===== config.mk =====
export PLATFORM = sky130hd
export DESIGN_NAME = dreg_share_arbiter
export DESIGN_NICKNAME = d
export VERILOG_FILES = /design/src/rtl/dreg_arb_pkg.sv /design/src/rtl/rr_pick.sv /design/src/rtl/dreg_share_arbiter.sv
export SDC_FILE = /design/constraint.sdc
export NUM_CORES = 1
export LEC_CHECK = 0
export ABC_CLOCK_PERIOD_IN_PS = 2700
export CAP_MARGIN = 20
export CORE_MARGIN = 1
export CORE_UTILIZATION = 45
export DETAILED_ROUTE_END_ITERATION = 7
export PLACE_DENSITY = 0.8
export REMOVE_ABC_BUFFERS = 1
export SYNTH_ARGS = -nofsm -noshare
export SYNTH_HDL_FRONTEND = slang
export SYNTH_SLANG_ARGS = --single-unit

===== constraint.sdc =====
create_clock -name clk -period 2.7 [get_ports clk]
set_input_delay 0.54 -clock clk [delete_from_list [all_inputs] [get_ports clk]]
set_output_delay 0.54 -clock clk [all_outputs]
set_load 0.005 [all_outputs]

===== src/rtl/dreg_arb_pkg.sv =====
// ---------------------------------------------------------------------------
// dreg_arb_pkg : shared constants and helpers for the shared-register arbiter
// Rev 1.0
// ---------------------------------------------------------------------------
`default_nettype none

package dreg_arb_pkg;

  localparam logic [0:0] ST_IDLE  = 1'b0;
  localparam logic [0:0] ST_GRANT = 1'b1;

  // Index width that never collapses to zero bits for single-entry vectors.
  function automatic int clog2_min1(input int n);
    return (n > 1) ? $clog2(n) : 1;
  endfunction

endpackage

`default_nettype wire


===== src/rtl/rr_pick.sv =====
// ---------------------------------------------------------------------------
// rr_pick : combinational round-robin winner search starting at rr_ptr
// Rev 1.0
// ---------------------------------------------------------------------------
`default_nettype none

module rr_pick
  import dreg_arb_pkg::*;
#(
  parameter int NUM_REQ = 4,
  parameter int IDX_W   = clog2_min1(NUM_REQ)
) (
  input  logic [NUM_REQ-1:0] req,
  input  logic [IDX_W-1:0]   rr_ptr,
  output logic [NUM_REQ-1:0] win_oh,
  output logic [IDX_W-1:0]   win_idx,
  output logic               any_req
);

  int               pos;
  logic [IDX_W-1:0] pos_idx;

  // Scan from the far end back toward rr_ptr so the closest asserted request
  // is the last one to overwrite the result.
  always_comb begin
    win_oh  = '0;
    win_idx = '0;
    pos     = 0;
    pos_idx = '0;
    for (int k = NUM_REQ - 1; k >= 0; k--) begin
      pos     = (int'(rr_ptr) + k) % NUM_REQ;
      pos_idx = IDX_W'(pos);
      if (req[pos_idx]) begin
        win_oh          = '0;
        win_oh[pos_idx] = 1'b1;
        win_idx         = pos_idx;
      end
    end
  end

  assign any_req = |req;

endmodule

`default_nettype wire


===== src/rtl/dreg_share_arbiter.sv =====
// ---------------------------------------------------------------------------
// dreg_share_arbiter : round-robin shared storage register with burst lock
// Rev 1.0
// ---------------------------------------------------------------------------
`default_nettype none

module dreg_share_arbiter
  import dreg_arb_pkg::*;
#(
  parameter int  NUM_REQ  = 4,
  parameter int  WIDTH    = 8,
  parameter int  MAX_HOLD = 4,
  localparam int IDX_W    = clog2_min1(NUM_REQ)
) (
  input  logic                     clk,
  input  logic                     reset,
  input  logic [NUM_REQ-1:0]       req,
  input  logic [NUM_REQ-1:0]       lock,
  input  logic [NUM_REQ*WIDTH-1:0] wdata,
  output logic [NUM_REQ-1:0]       gnt,
  output logic [NUM_REQ-1:0]       ack,
  output logic [WIDTH-1:0]         q,
  output logic [IDX_W-1:0]         q_owner,
  output logic                     q_valid
);

  localparam int HOLD_W = clog2_min1(MAX_HOLD);

  logic [0:0]         state_q, state_d;
  logic [NUM_REQ-1:0] gnt_q, gnt_d;
  logic [NUM_REQ-1:0] ack_q, ack_d;
  logic [IDX_W-1:0]   owner_q, owner_d;
  logic [IDX_W-1:0]   rr_ptr_q, rr_ptr_d;
  logic [HOLD_W-1:0]  hold_cnt_q, hold_cnt_d;
  logic [WIDTH-1:0]   q_q, q_d;
  logic [IDX_W-1:0]   q_owner_q, q_owner_d;
  logic               q_valid_q, q_valid_d;

  logic [WIDTH-1:0]   wdata_arr [NUM_REQ];
  logic [IDX_W-1:0]   next_ptr;
  logic [IDX_W-1:0]   pick_ptr;
  logic [NUM_REQ-1:0] win_oh;
  logic [IDX_W-1:0]   win_idx;
  logic               any_req;
  logic               owner_req;
  logic               stay;

  for (genvar i = 0; i < NUM_REQ; i++) begin : g_unpack
    assign wdata_arr[i] = wdata[i*WIDTH +: WIDTH];
  end

  always_comb begin
    if (int'(owner_q) == NUM_REQ - 1) next_ptr = '0;
    else                              next_ptr = owner_q + IDX_W'(1);
  end

  // On release the search must already start after the releasing owner.
  assign pick_ptr  = (state_q == ST_GRANT) ? next_ptr : rr_ptr_q;
  assign owner_req = req[owner_q];
  assign stay      = owner_req && lock[owner_q] && (int'(hold_cnt_q) < MAX_HOLD - 1);

  rr_pick #(
    .NUM_REQ (NUM_REQ),
    .IDX_W   (IDX_W)
  ) u_rr_pick (
    .req     (req),
    .rr_ptr  (pick_ptr),
    .win_oh  (win_oh),
    .win_idx (win_idx),
    .any_req (any_req)
  );

  always_comb begin
    state_d    = state_q;
    gnt_d      = gnt_q;
    ack_d      = '0;
    owner_d    = owner_q;
    rr_ptr_d   = rr_ptr_q;
    hold_cnt_d = hold_cnt_q;
    q_d        = q_q;
    q_owner_d  = q_owner_q;
    q_valid_d  = q_valid_q;
    case (state_q)
      ST_IDLE: begin
        if (any_req) begin
          gnt_d      = win_oh;
          owner_d    = win_idx;
          hold_cnt_d = '0;
          state_d    = ST_GRANT;
        end
      end
      ST_GRANT: begin
        if (owner_req) begin
          q_d       = wdata_arr[owner_q];
          q_owner_d = owner_q;
          q_valid_d = 1'b1;
          ack_d     = gnt_q;
        end
        if (stay) begin
          hold_cnt_d = hold_cnt_q + HOLD_W'(1);
        end else begin
          rr_ptr_d   = next_ptr;
          hold_cnt_d = '0;
          if (any_req) begin
            gnt_d   = win_oh;
            owner_d = win_idx;
            state_d = ST_GRANT;
          end else begin
            gnt_d   = '0;
            state_d = ST_IDLE;
          end
        end
      end
      default: begin
        gnt_d   = '0;
        state_d = ST_IDLE;
      end
    endcase
  end

  always_ff @(posedge clk or posedge reset) begin
    if (reset) begin
      state_q    <= ST_IDLE;
      gnt_q      <= '0;
      ack_q      <= '0;
      owner_q    <= '0;
      rr_ptr_q   <= '0;
      hold_cnt_q <= '0;
      q_q        <= '0;
      q_owner_q  <= '0;
      q_valid_q  <= 1'b0;
    end else begin
      state_q    <= state_d;
      gnt_q      <= gnt_d;
      ack_q      <= ack_d;
      owner_q    <= owner_d;
      rr_ptr_q   <= rr_ptr_d;
      hold_cnt_q <= hold_cnt_d;
      q_q        <= q_d;
      q_owner_q  <= q_owner_d;
      q_valid_q  <= q_valid_d;
    end
  end

  assign gnt     = gnt_q;
  assign ack     = ack_q;
  assign q       = q_q;
  assign q_owner = q_owner_q;
  assign q_valid = q_valid_q;

endmodule

`default_nettype wire


# Word-level counts from Yosys, hierarchy flattened
# Index checks and enable logic that the tools add are counted.
[classes]
add_sub_neg = 5
n_mux = 48
n_eq_ne = 3
n_bitwise = 3
order_cmp = 11
n_reduce_logical = 10
[op_table]
columns = ["op", "count"]
rows = [
  ["2-to-1 mux 4 bit", 9],
  ["2-to-1 mux 2 bit", 10],
  ["binary-select mux 8 bit (select 2 bit)", 1],
  ["2-to-1 mux 8 bit", 2],
  ["less-than comparator 2 x 3 -> 1 bit (second input constant)", 5],
  ["binary-select mux 1 bit (select 2 bit)", 6],
  ["2-to-1 mux 1 bit", 12],
  ["demux 1 bit (select 2 bit)", 4],
  ["greater-or-equal comparator 2 x 1 -> 1 bit (second input constant)", 4],
  ["case mux 2 bit (2 select lines)", 2],
  ["case mux 4 bit (2 select lines)", 1],
  ["adder 2 x 1 -> 2 bit (second input constant)", 3],
  ["logical AND 1 bit", 6],
  ["AND reduction 2 bit", 3],
  ["adder 2 bit (second input constant)", 2],
  ["inequality test 2 bit (second input constant)", 2],
  ["OR reduction 4 bit", 1],
  ["greater-or-equal comparator 3 bit (second input constant)", 1],
  ["inverter 2 -> 3 bit", 1],
  ["equality test 2 x 1 -> 1 bit (second input constant)", 1],
  ["less-than comparator 2 bit (second input constant)", 1],
  ["inverter 1 bit", 2],
  ["case mux 1 bit (2 select lines)", 1],
]
[totals]
wordCells = 89
reg_bits = 26
input_bits = 42
out_inout_bits = 19

# Depth between registers and ports, before layout
# Gate-level depths: netlist of the first run.
[depth]
ltp_word = 15
ltp_mapped = 9
depth_no_buf = 9

# Cells and area by module
# Synthesis of the first run repeated with hierarchy kept, for this count alone.
[unflattened]
hier_cells = 154
area_unflattened_um2 = 1859.3
[by_module_without_submodules]
columns = ["module", "instances", "cells_per_inst", "seq_area_each_um2", "area_per_inst_um2"]
rows = [
  ["dreg_share_arbiter", 1, 92, 650.6, 1361.3],
  ["rr_pick", 1, 62, 0.0, 498.0],
]

# Least setup slack after synthesis of the first run
# No wires, ideal clock.
[synth_path]
path_type = "reg2reg"
from = "register owner_q[0]"
to = "register gnt_q[0], in the netlist gnt[0]"
setup_ns = 0.126
n_path_buf = 0
slack_ns = 0.419
required_ns = 2.574
period_less_slack_ns = 2.281
stages_incl_launch_ff = 8
arrival_ns = 2.156
path_cell_list = "dfrtp_1 > ha_1 > mux2i_4 > ha_1 > mux4_2 > a31o_1 > a221oi_1 > o21ai_1"
[synth_via]
elab_chain_len = 15
word_cells_on_any_way = 51
cone_classes = "4 x add/sub; 8 x order compare; 2 x eq/ne; 30 x mux; 7 x reduce/logical"
[synth_lines]
columns = ["element", "line_no", "source"]
rows = [
  ["start, declared", "dreg_share_arbiter.sv:32", "logic [IDX_W-1:0] owner_q, owner_d;"],
  ["start signal, assigned", "dreg_share_arbiter.sv:136", "owner_q <= owner_d;"],
  ["adder 2 x 1 -> 2 bit / equality test 2 x 1 -> 1 bit (equally long branches)", "dreg_share_arbiter.sv:54, dreg_share_arbiter.sv:53", ""],
  ["2-to-1 mux 2 bit *", "dreg_share_arbiter.sv:53", "if (int'(owner_q) == NUM_REQ - 1) next_ptr = '0;"],
  ["net next_ptr[1]", "dreg_share_arbiter.sv:40", "logic [IDX_W-1:0] next_ptr;"],
  ["2-to-1 mux 2 bit *", "dreg_share_arbiter.sv:58", "assign pick_ptr = (state_q == ST_GRANT) ? next_ptr : rr_ptr_q;"],
  ["adder 2 bit", "rr_pick.sv:31", "pos = (int'(rr_ptr) + k) % NUM_REQ;"],
  ["less-than comparator 2 x 3 -> 1 bit (not written as such) / greater-or-equal comparator 2 x 1 -> 1 bit (equally long branches)", "rr_pick.sv:35", "win_oh[pos_idx] = 1'b1;"],
  ["logical AND 1 bit (not written as such)", "rr_pick.sv:35", ""],
  ["2-to-1 mux 1 bit (not written as such)", "rr_pick.sv:35", ""],
  ["demux 1 bit (select 2 bit)", "n/a", ""],
  ["2-to-1 mux 4 bit (3 in series)", "rr_pick.sv:33", "if (req[pos_idx]) begin"],
  ["2-to-1 mux 4 bit *", "rr_pick.sv:33", ""],
  ["2-to-1 mux 4 bit", "dreg_share_arbiter.sv:104", "if (any_req) begin"],
  ["2-to-1 mux 4 bit", "dreg_share_arbiter.sv:99", "if (stay) begin"],
  ["case mux 4 bit (2 select lines) *", "dreg_share_arbiter.sv:83", "case (state_q)"],
  ["end signal, assigned", "dreg_share_arbiter.sv:134", "gnt_q <= gnt_d;"],
  ["end, declared", "dreg_share_arbiter.sv:30", "logic [NUM_REQ-1:0] gnt_q, gnt_d;"],
]
# The timed path passes the listed nets; every way through them passes the cells marked *. The select of a mux whose other input is x is not followed.
# A chain may end at the register's enable or synchronous reset.

# Worst setup path in the final report of the first run
[layout_path]
from = "register owner_q[0]"
to = "register gnt_q[1], in the netlist gnt[1]"
# The elaborated chain is that of the path after synthesis.

==> flow_metrics.py, run 1 <==
metrics = {
    "worst_setup_path": {
        "arrival_ns": 2.56,
        "r2r_cells": 7,
        "path_class": "flip-flop to flip-flop",
        "worstPathRequired_ns": 2.85,
        "cp_slowest_cell": "dfrtp_1",
        "path_max_fanout": 6,
        "r2r-end": "gnt[1]",
        "worstSetupEndpointType": "flip-flop",
        "crit_chain": "ha_1 -> mux2i_4 -> ha_1 -> mux4_2 -> a31o_1 -> a221oi_1 -> o21ai_1",
        "start_kind": "flip-flop",
        "worst-path-buf-inv": 0,
        "ff2ff_setup_slack_ns": 0.29,
        "critical-path-max-stage-delay_ns": 0.41,
        "crit_family": "adder cells",
        "worstReg2RegStart": "owner_q[0]",
        "crit_path_frequent_cell": "ha_1",
    },
    "place": {
        "gp_congestion": 0.887,
        "post_dp_cell_area_sq_um": 2430,
        "dp_cells": 277,
        "pre_cts_ws_ns": 0.213,
        "dp_hpwl_mm": 3.19,
        "port_buffers": 60,
    },
    "yosys": {
        "synthCells": 171,
        "synthAdderAreaFrac": 0.0499,
        "synth_mux_area_frac": 0.246,
        "ys_ff_latch": 26,
        "synth_xor_area_frac": 0,
        "synthesis.area_sq_um": 1750,
        "synth-warning-count": 0,
        "yosysSeqAreaShare": 0.371,
        "synth_top_family_by_area": "multiplexers",
        "synth-edff-count": 0,
        "synth_compound_area_frac": 0.160,
        "synthFlopType": "dfrtp_1",
        "synth_area_per_cell_sq_um": 10.3,
        "synth_cell_types": 37,
        "yosys.area_share.simple": 0.111,
        "ys_async_sr_fraction": 1.00,
    },
    "die": {
        "die_area_sq_um": 4150,
        "num_rows": 22,
        "core_sq_um": 3690,
        "fp.dieW_microns": 64.4,
        "fp.dieH_microns": 64.4,
        "initial_core_util": 0.476,
        "io_pins": 61,
    },
    "routing": {
        "first_pass_iters": 4,
        "vias": 1525,
        "wl_mm": 3.96,
        "avgRoutedWirePerCell_microns": 14.1,
        "drt_iter0_drc": 52,
        "post-route-drc-count": 0,
        "viasPerCell": 5.43,
        "ant_nets": 0,
    },
    "global_routing": {
        "grt_max_degree": 27,
        "grt-ovfl-total": 0,
        "top_usage_layer": "met2",
        "gr-usage-met2": 0.383,
        "grt_pass1_vias": 1550,
        "antenna_found_initial": 0,
        "grt_usage": 0.209,
        "grtUsageMet3": 0.0423,
        "grt_util_met1": 0.252,
        "grt_first_pass_wirelength_mm": 6.89,
    },
    "cells_and_area": {
        "diodes": 0,
        "fin_nets": 283,
        "area_growth_pct": 42.4,
        "stdcell_count": 281,
        "final_util": 0.677,
        "drive_gt1_frac": 0.163,
        "fin_area_sq_um": 2500,
    },
    "power": {
        "power.density_nw_per_um2": 1170,
        "netSwitchingFraction": 0.393,
        "power.internal_mw": 1.77,
        "peakVddDrop_uv": 780,
        "p_leak_nw": 1.08,
        "clkPwrFrac": 0.109,
        "pwr-share-comb": 0.663,
        "p_switching_mw": 1.15,
        "pwr-share-seq": 0.228,
    },
    "clock_tree": {
        "clock_tree.buffer_depth": 2,
        "htree_levels": 1,
        "cts_tree": "done",
        "clock_latency_ns": 0.27,
        "clock-sinks": 26,
        "cts_setup_buffers": 0,
        "cts_resized": 0,
        "cts_root_buf": "clkbuf_8",
        "cts_made_buffers": 3,
        "hold_buffers": 0,
        "clkTransAtPathRegs_ns": 0.09,
    },
    "sta": {
        "period_needed_ns": 2.41,
        "max_freq_mhz": 416,
        "worstMarginPinSlew_ns": 0.472,
        "report.final.slew_viol_count": 0,
        "finalHoldViolCount": 0,
        "rsz0062_at_grt": "no",
        "post-route-period-util": 0.891,
        "setup_violations": 0,
        "finClkSkew_ns": 0.00433,
        "slew_headroom": 0.676,
        "worst_slack_ns": 0.294,
        "whs_ns": 0.478,
    },
    "run": {
        "max_cap_violations": 0,
    },
    "min_path": {
        "whs_path_depth": 1,
        "whs_endpoint": "q_valid",
        "worstHoldStart": "q_valid",
        "hold_path_class": "flip-flop to flip-flop",
    },
    "run_status": {
        "outcome": "complete, no violations",
    },
}
area by class of cell:
cell class | count | area [sq um]
fill | 305 | 1190
multi-input combinational | 119 | 995
timing repair buffer | 68 | 661
sequential | 26 | 651
inverter | 16 | 60.1
tap | 48 | 60.1
clock buffer | 3 | 41.3
clock inverter | 1 | 30.0
power by group through the flow:
stage	combinational [mW]	clock, mW	sequential [mW]
finish	1.94	0.318	0.666
global route	2.15	0.342	0.690
CTS	1.95	0.326	0.668
detailed placement	1.95	0	0.677
global placement	1.92	0	0.667
floorplan	1.21	0	0.744
worst max path at each step:
stage / slack (ns) / depth (start not counted) / from / endpoint
2_1_floorplan: -0.10 / 8 / owner_q[0] / gnt[0]
4_1_cts: 0.31 / 7 / owner_q[0] / gnt[0]
5_1_grt: 0.17 / 7 / owner_q[0] / gnt[0]
3_5_place_dp: 0.21 / 7 / req[1] / gnt[1]
3_3_place_gp: 0.26 / 6 / req[3] / gnt[0]
6_report: 0.29 / 7 / owner_q[0] / gnt[1]
registers in the layout, indices dropped and copies added (netlist names):
register and cells:
q 8, ack 4, gnt 4, hold_cnt_q 2, owner_q 2, q_owner 2, rr_ptr_q 2, q_valid 1
state_q 1
cell usage in the layout, fill, tap and decap left out, drive strengths merged:
cell type,synthesis,routed
o311ai,1,1
o22ai,1,1
ha,7,7
a21oi,2,2
nor2b,3,3
and2,4,4
mux2,15,15
nand2b,1,1
a41oi,1,1
clkdlybuf4s50,0,60
a22o,1,1
nand2,9,9
o21ai,13,13
nor2,7,7
mux4,3,3
or2b,1,1
o221ai,8,8
buf,3,8
or2,3,3
bufinv,0,1
inv,16,16
nor4,1,1
a221oi,4,4
dfrtp,26,26
and3,1,1
o211ai,1,1
a31oi,2,2
mux2i,17,17
a21o,1,1
clkbuf,7,3
a31o,4,4
nand3,8,8
through the flow:
stage | TNS, ns | power, mW
4_1_cts | 0 | 2.94
3_3_place_gp | 0 | 2.59
2_1_floorplan | -0.401 | 1.95
6_report | 0 | 2.92
3_5_place_dp | 0 | 2.62
5_1_grt | 0 | 3.18
routing by layer:
layer	routed length, microns	share of wire
met1	1720	0.43
met2	1920	0.49
met3	268	0.068
met4	49	0.012
met5	0	0
synth_stat cells, types with 3 or more instances:
cell	instances	area (sq um)
o221ai_1	8	70.1
ha_1	7	87.6
nand2_1	9	33.8
a31o_1	4	35.0
nor2_1	5	18.8
o21ai_0	9	45.0
o21ai_1	4	20.0
dfrtp_1	26	651
and2_1	4	25.0
clkbuf_1	7	26.3
mux4_2	3	67.6
mux2_2	14	158
or2_2	3	18.8
inv_1	15	56.3
mux2i_1	15	150
nor2b_1	3	18.8
a221oi_1	4	35.0
nand3_1	8	40.0
cell families after synthesis:
group	after synthesis
DFF	26
buffers and inverters	26
and+or+nand+nor	38
adders and majority gates	7
muxes	35
AOI/OAI and AO/OA	39
Power figures use the tool's default switching activity.
==> run 2, diff against run 1 <==
- CORE_MARGIN: 1 -> 5
- REMOVE_ABC_BUFFERS: 1 -> not set
==> run 2 against run 1 <==
Fmax shrank 1.5%. Largest power group unchanged. First-iteration DRC count grew 3.8%. Register-to-register slack lost 0.04 ns. Worst setup slack lost 0.036 ns. Core utilization shrank 0.50 points. Non-clock buffer count is the same. Critical path depth is the same. Critical path type unchanged. Sequential power grew 0.6%. Sequential share of layout area is the same. Global-route usage shrank 3.0 points. Combinational power grew 2%.
==> flow_metrics.py, run 2 (synthesis results as in run 1) <==
metrics = {
    "clock_tree": {
        "clock-sinks": 26,
        "clock_latency_ns": 0.27,
        "cts_made_buffers": 3,
        "clock_tree.buffer_depth": 2,
        "cts_resized": 0,
        "htree_levels": 1,
        "cts_setup_buffers": 0,
        "hold_buffers": 0,
        "cts_root_buf": "clkbuf_8",
        "cts_tree": "done",
        "clkTransAtPathRegs_ns": 0.09,
    },
    "routing": {
        "vias": 1568,
        "avgRoutedWirePerCell_microns": 16.3,
        "post-route-drc-count": 0,
        "first_pass_iters": 4,
        "viasPerCell": 5.58,
        "drt_iter0_drc": 54,
        "ant_nets": 0,
        "wl_mm": 4.57,
    },
    "sta": {
        "worstMarginPinSlew_ns": 0.526,
        "finalHoldViolCount": 0,
        "rsz0062_at_grt": "no",
        "tns_ns": 0,
        "finClkSkew_ns": 0.00126,
        "worst_slack_ns": 0.257,
        "slew_headroom": 0.640,
        "post-route-period-util": 0.905,
        "max_freq_mhz": 409,
        "period_needed_ns": 2.44,
        "report.final.slew_viol_count": 0,
        "setup_violations": 0,
    },
    "run_status": {
        "outcome": "complete, no violations",
    },
    "global_routing": {
        "grt_usage": 0.179,
        "grt_first_pass_wirelength_mm": 7.45,
        "grt_max_degree": 23,
        "antenna_found_initial": 0,
        "grt_pass1_vias": 1621,
        "grt-ovfl-total": 0,
    },
    "cells_and_area": {
        "layout_commonest_cell": "clkdlybuf4s50_1",
        "fin_area_sq_um": 2500,
        "final_cell_mix": "clkdlybuf4s50_1 (60), dfrtp_1 (26), inv_1 (15), mux2i_1 (15), mux2_2 (14)",
        "diodes": 0,
        "fin_nets": 283,
        "largest_reg_flops": 8,
        "area_growth_pct": 42.4,
        "stdcell_count": 281,
        "drive_gt1_frac": 0.163,
    },
    "place": {
        "dp_cells": 277,
        "dp_hpwl_mm": 3.54,
        "post_dp_cell_area_sq_um": 2430,
        "gp_congestion": 0.877,
        "port_buffers": 60,
        "pre_cts_ws_ns": 0.203,
    },
    "worst_setup_path": {
        "setup.worst_path.start": "owner_q[0]",
        "crit_path_end": "gnt[2]",
        "worstReg2RegStart": "owner_q[0]",
        "start_kind": "flip-flop",
        "worstPathRequired_ns": 2.86,
        "path_max_fanout": 6,
        "r2r-end": "gnt[2]",
        "worstSetupEndpointType": "flip-flop",
        "path_class": "flip-flop to flip-flop",
        "r2r_cells": 7,
        "arrival_ns": 2.61,
        "ff2ff_setup_slack_ns": 0.26,
    },
    "run": {
        "max_cap_violations": 0,
    },
    "power": {
        "power.density_nw_per_um2": 1190,
        "p_leak_nw": 1.08,
        "power.total_mw": 2.97,
        "peakVddDrop_uv": 731,
    },
    "die": {
        "initial_core_util": 0.472,
        "io_pins": 61,
        "core_sq_um": 3720,
        "num_rows": 22,
        "die_area_sq_um": 5250,
        "fp.dieH_microns": 72.4,
        "fp.dieW_microns": 72.4,
    },
    "yosys": {
        "synthesis.nets": 220,
    },
    "min_path": {
        "hold_path_class": "input pin to async pin",
    },
}
[run 2: cell counts in the layout (fill, tap and decap cells not counted)]
Identical to the previous run, type by type.
[run 2: how the worst min path moves through the flow]
| stage | from | to | slack (ns) |
|---|---|---|---|
| floorplan | q_valid | q_valid | 0.46 |
| global placement | q_valid | q_valid | 0.45 |
| detailed placement | q_valid | q_valid | 0.46 |
| CTS | reset | q[5] | 0.47 |
| global route | reset | q[4] | 0.48 |
| finish | reset | q[5] | 0.46 |
[run 2: where the power goes]
group / internal [mW] / total, mW / switching (mW)
Combinational: 1.00 / 1.98 / 0.974
Sequential: 0.571 / 0.670 / 0.0990
Clock: 0.199 / 0.325 / 0.127
[run 2: area by class of cell]
| class | instances | area (sq um) |
|---|---|---|
| well taps | 48 | 60.1 |
| clock buffers | 3 | 41.3 |
| fillers | 284 | 1220 |
| inverters | 16 | 60.1 |
| multi-input cells | 119 | 995 |
| flip-flops and latches | 26 | 651 |
| repair buffers | 68 | 661 |
| clock inverters | 1 | 30.0 |
[run 2: worst max-delay path, cell delays in order (launching register included)]
cell and delay [ns]:
dfrtp_1 0.42, ha_1 0.34, mux2i_4 0.28, ha_1 0.37, mux4_2 0.37, a31o_1 0.24, a221oi_1 0.21, o21ai_1 0.10
[run 2: metal layers]
| layer | wire, microns | vias to the layer above | share of wire | global-route usage |
|---|---|---|---|---|
| met1 | 1910 | 750 | 0.42 | 0.218 |
| met2 | 2160 | 63 | 0.47 | 0.312 |
| li1 | - | 750 | - | - |
| met5 | 0 | - | 0 | 0 |
| met4 | 53 | 0 | 0.012 | 0.0492 |
| met3 | 453 | 5 | 0.099 | 0.0443 |
[run 2: per-stage QoR]
step,util,hold WS (ns)
2_1_floorplan,-,0.465
4_1_cts,0.672,0.472
3_5_place_dp,0.653,0.457
3_3_place_gp,0.653,0.453
6_report,0.672,0.465
5_1_grt,0.672,0.478
==> run 3, diff against run 2 <==
- CAP_MARGIN: 20 -> 15
==> results of run 3 <==
The final DEF is identical to that of run 2; final timing and power are the same.
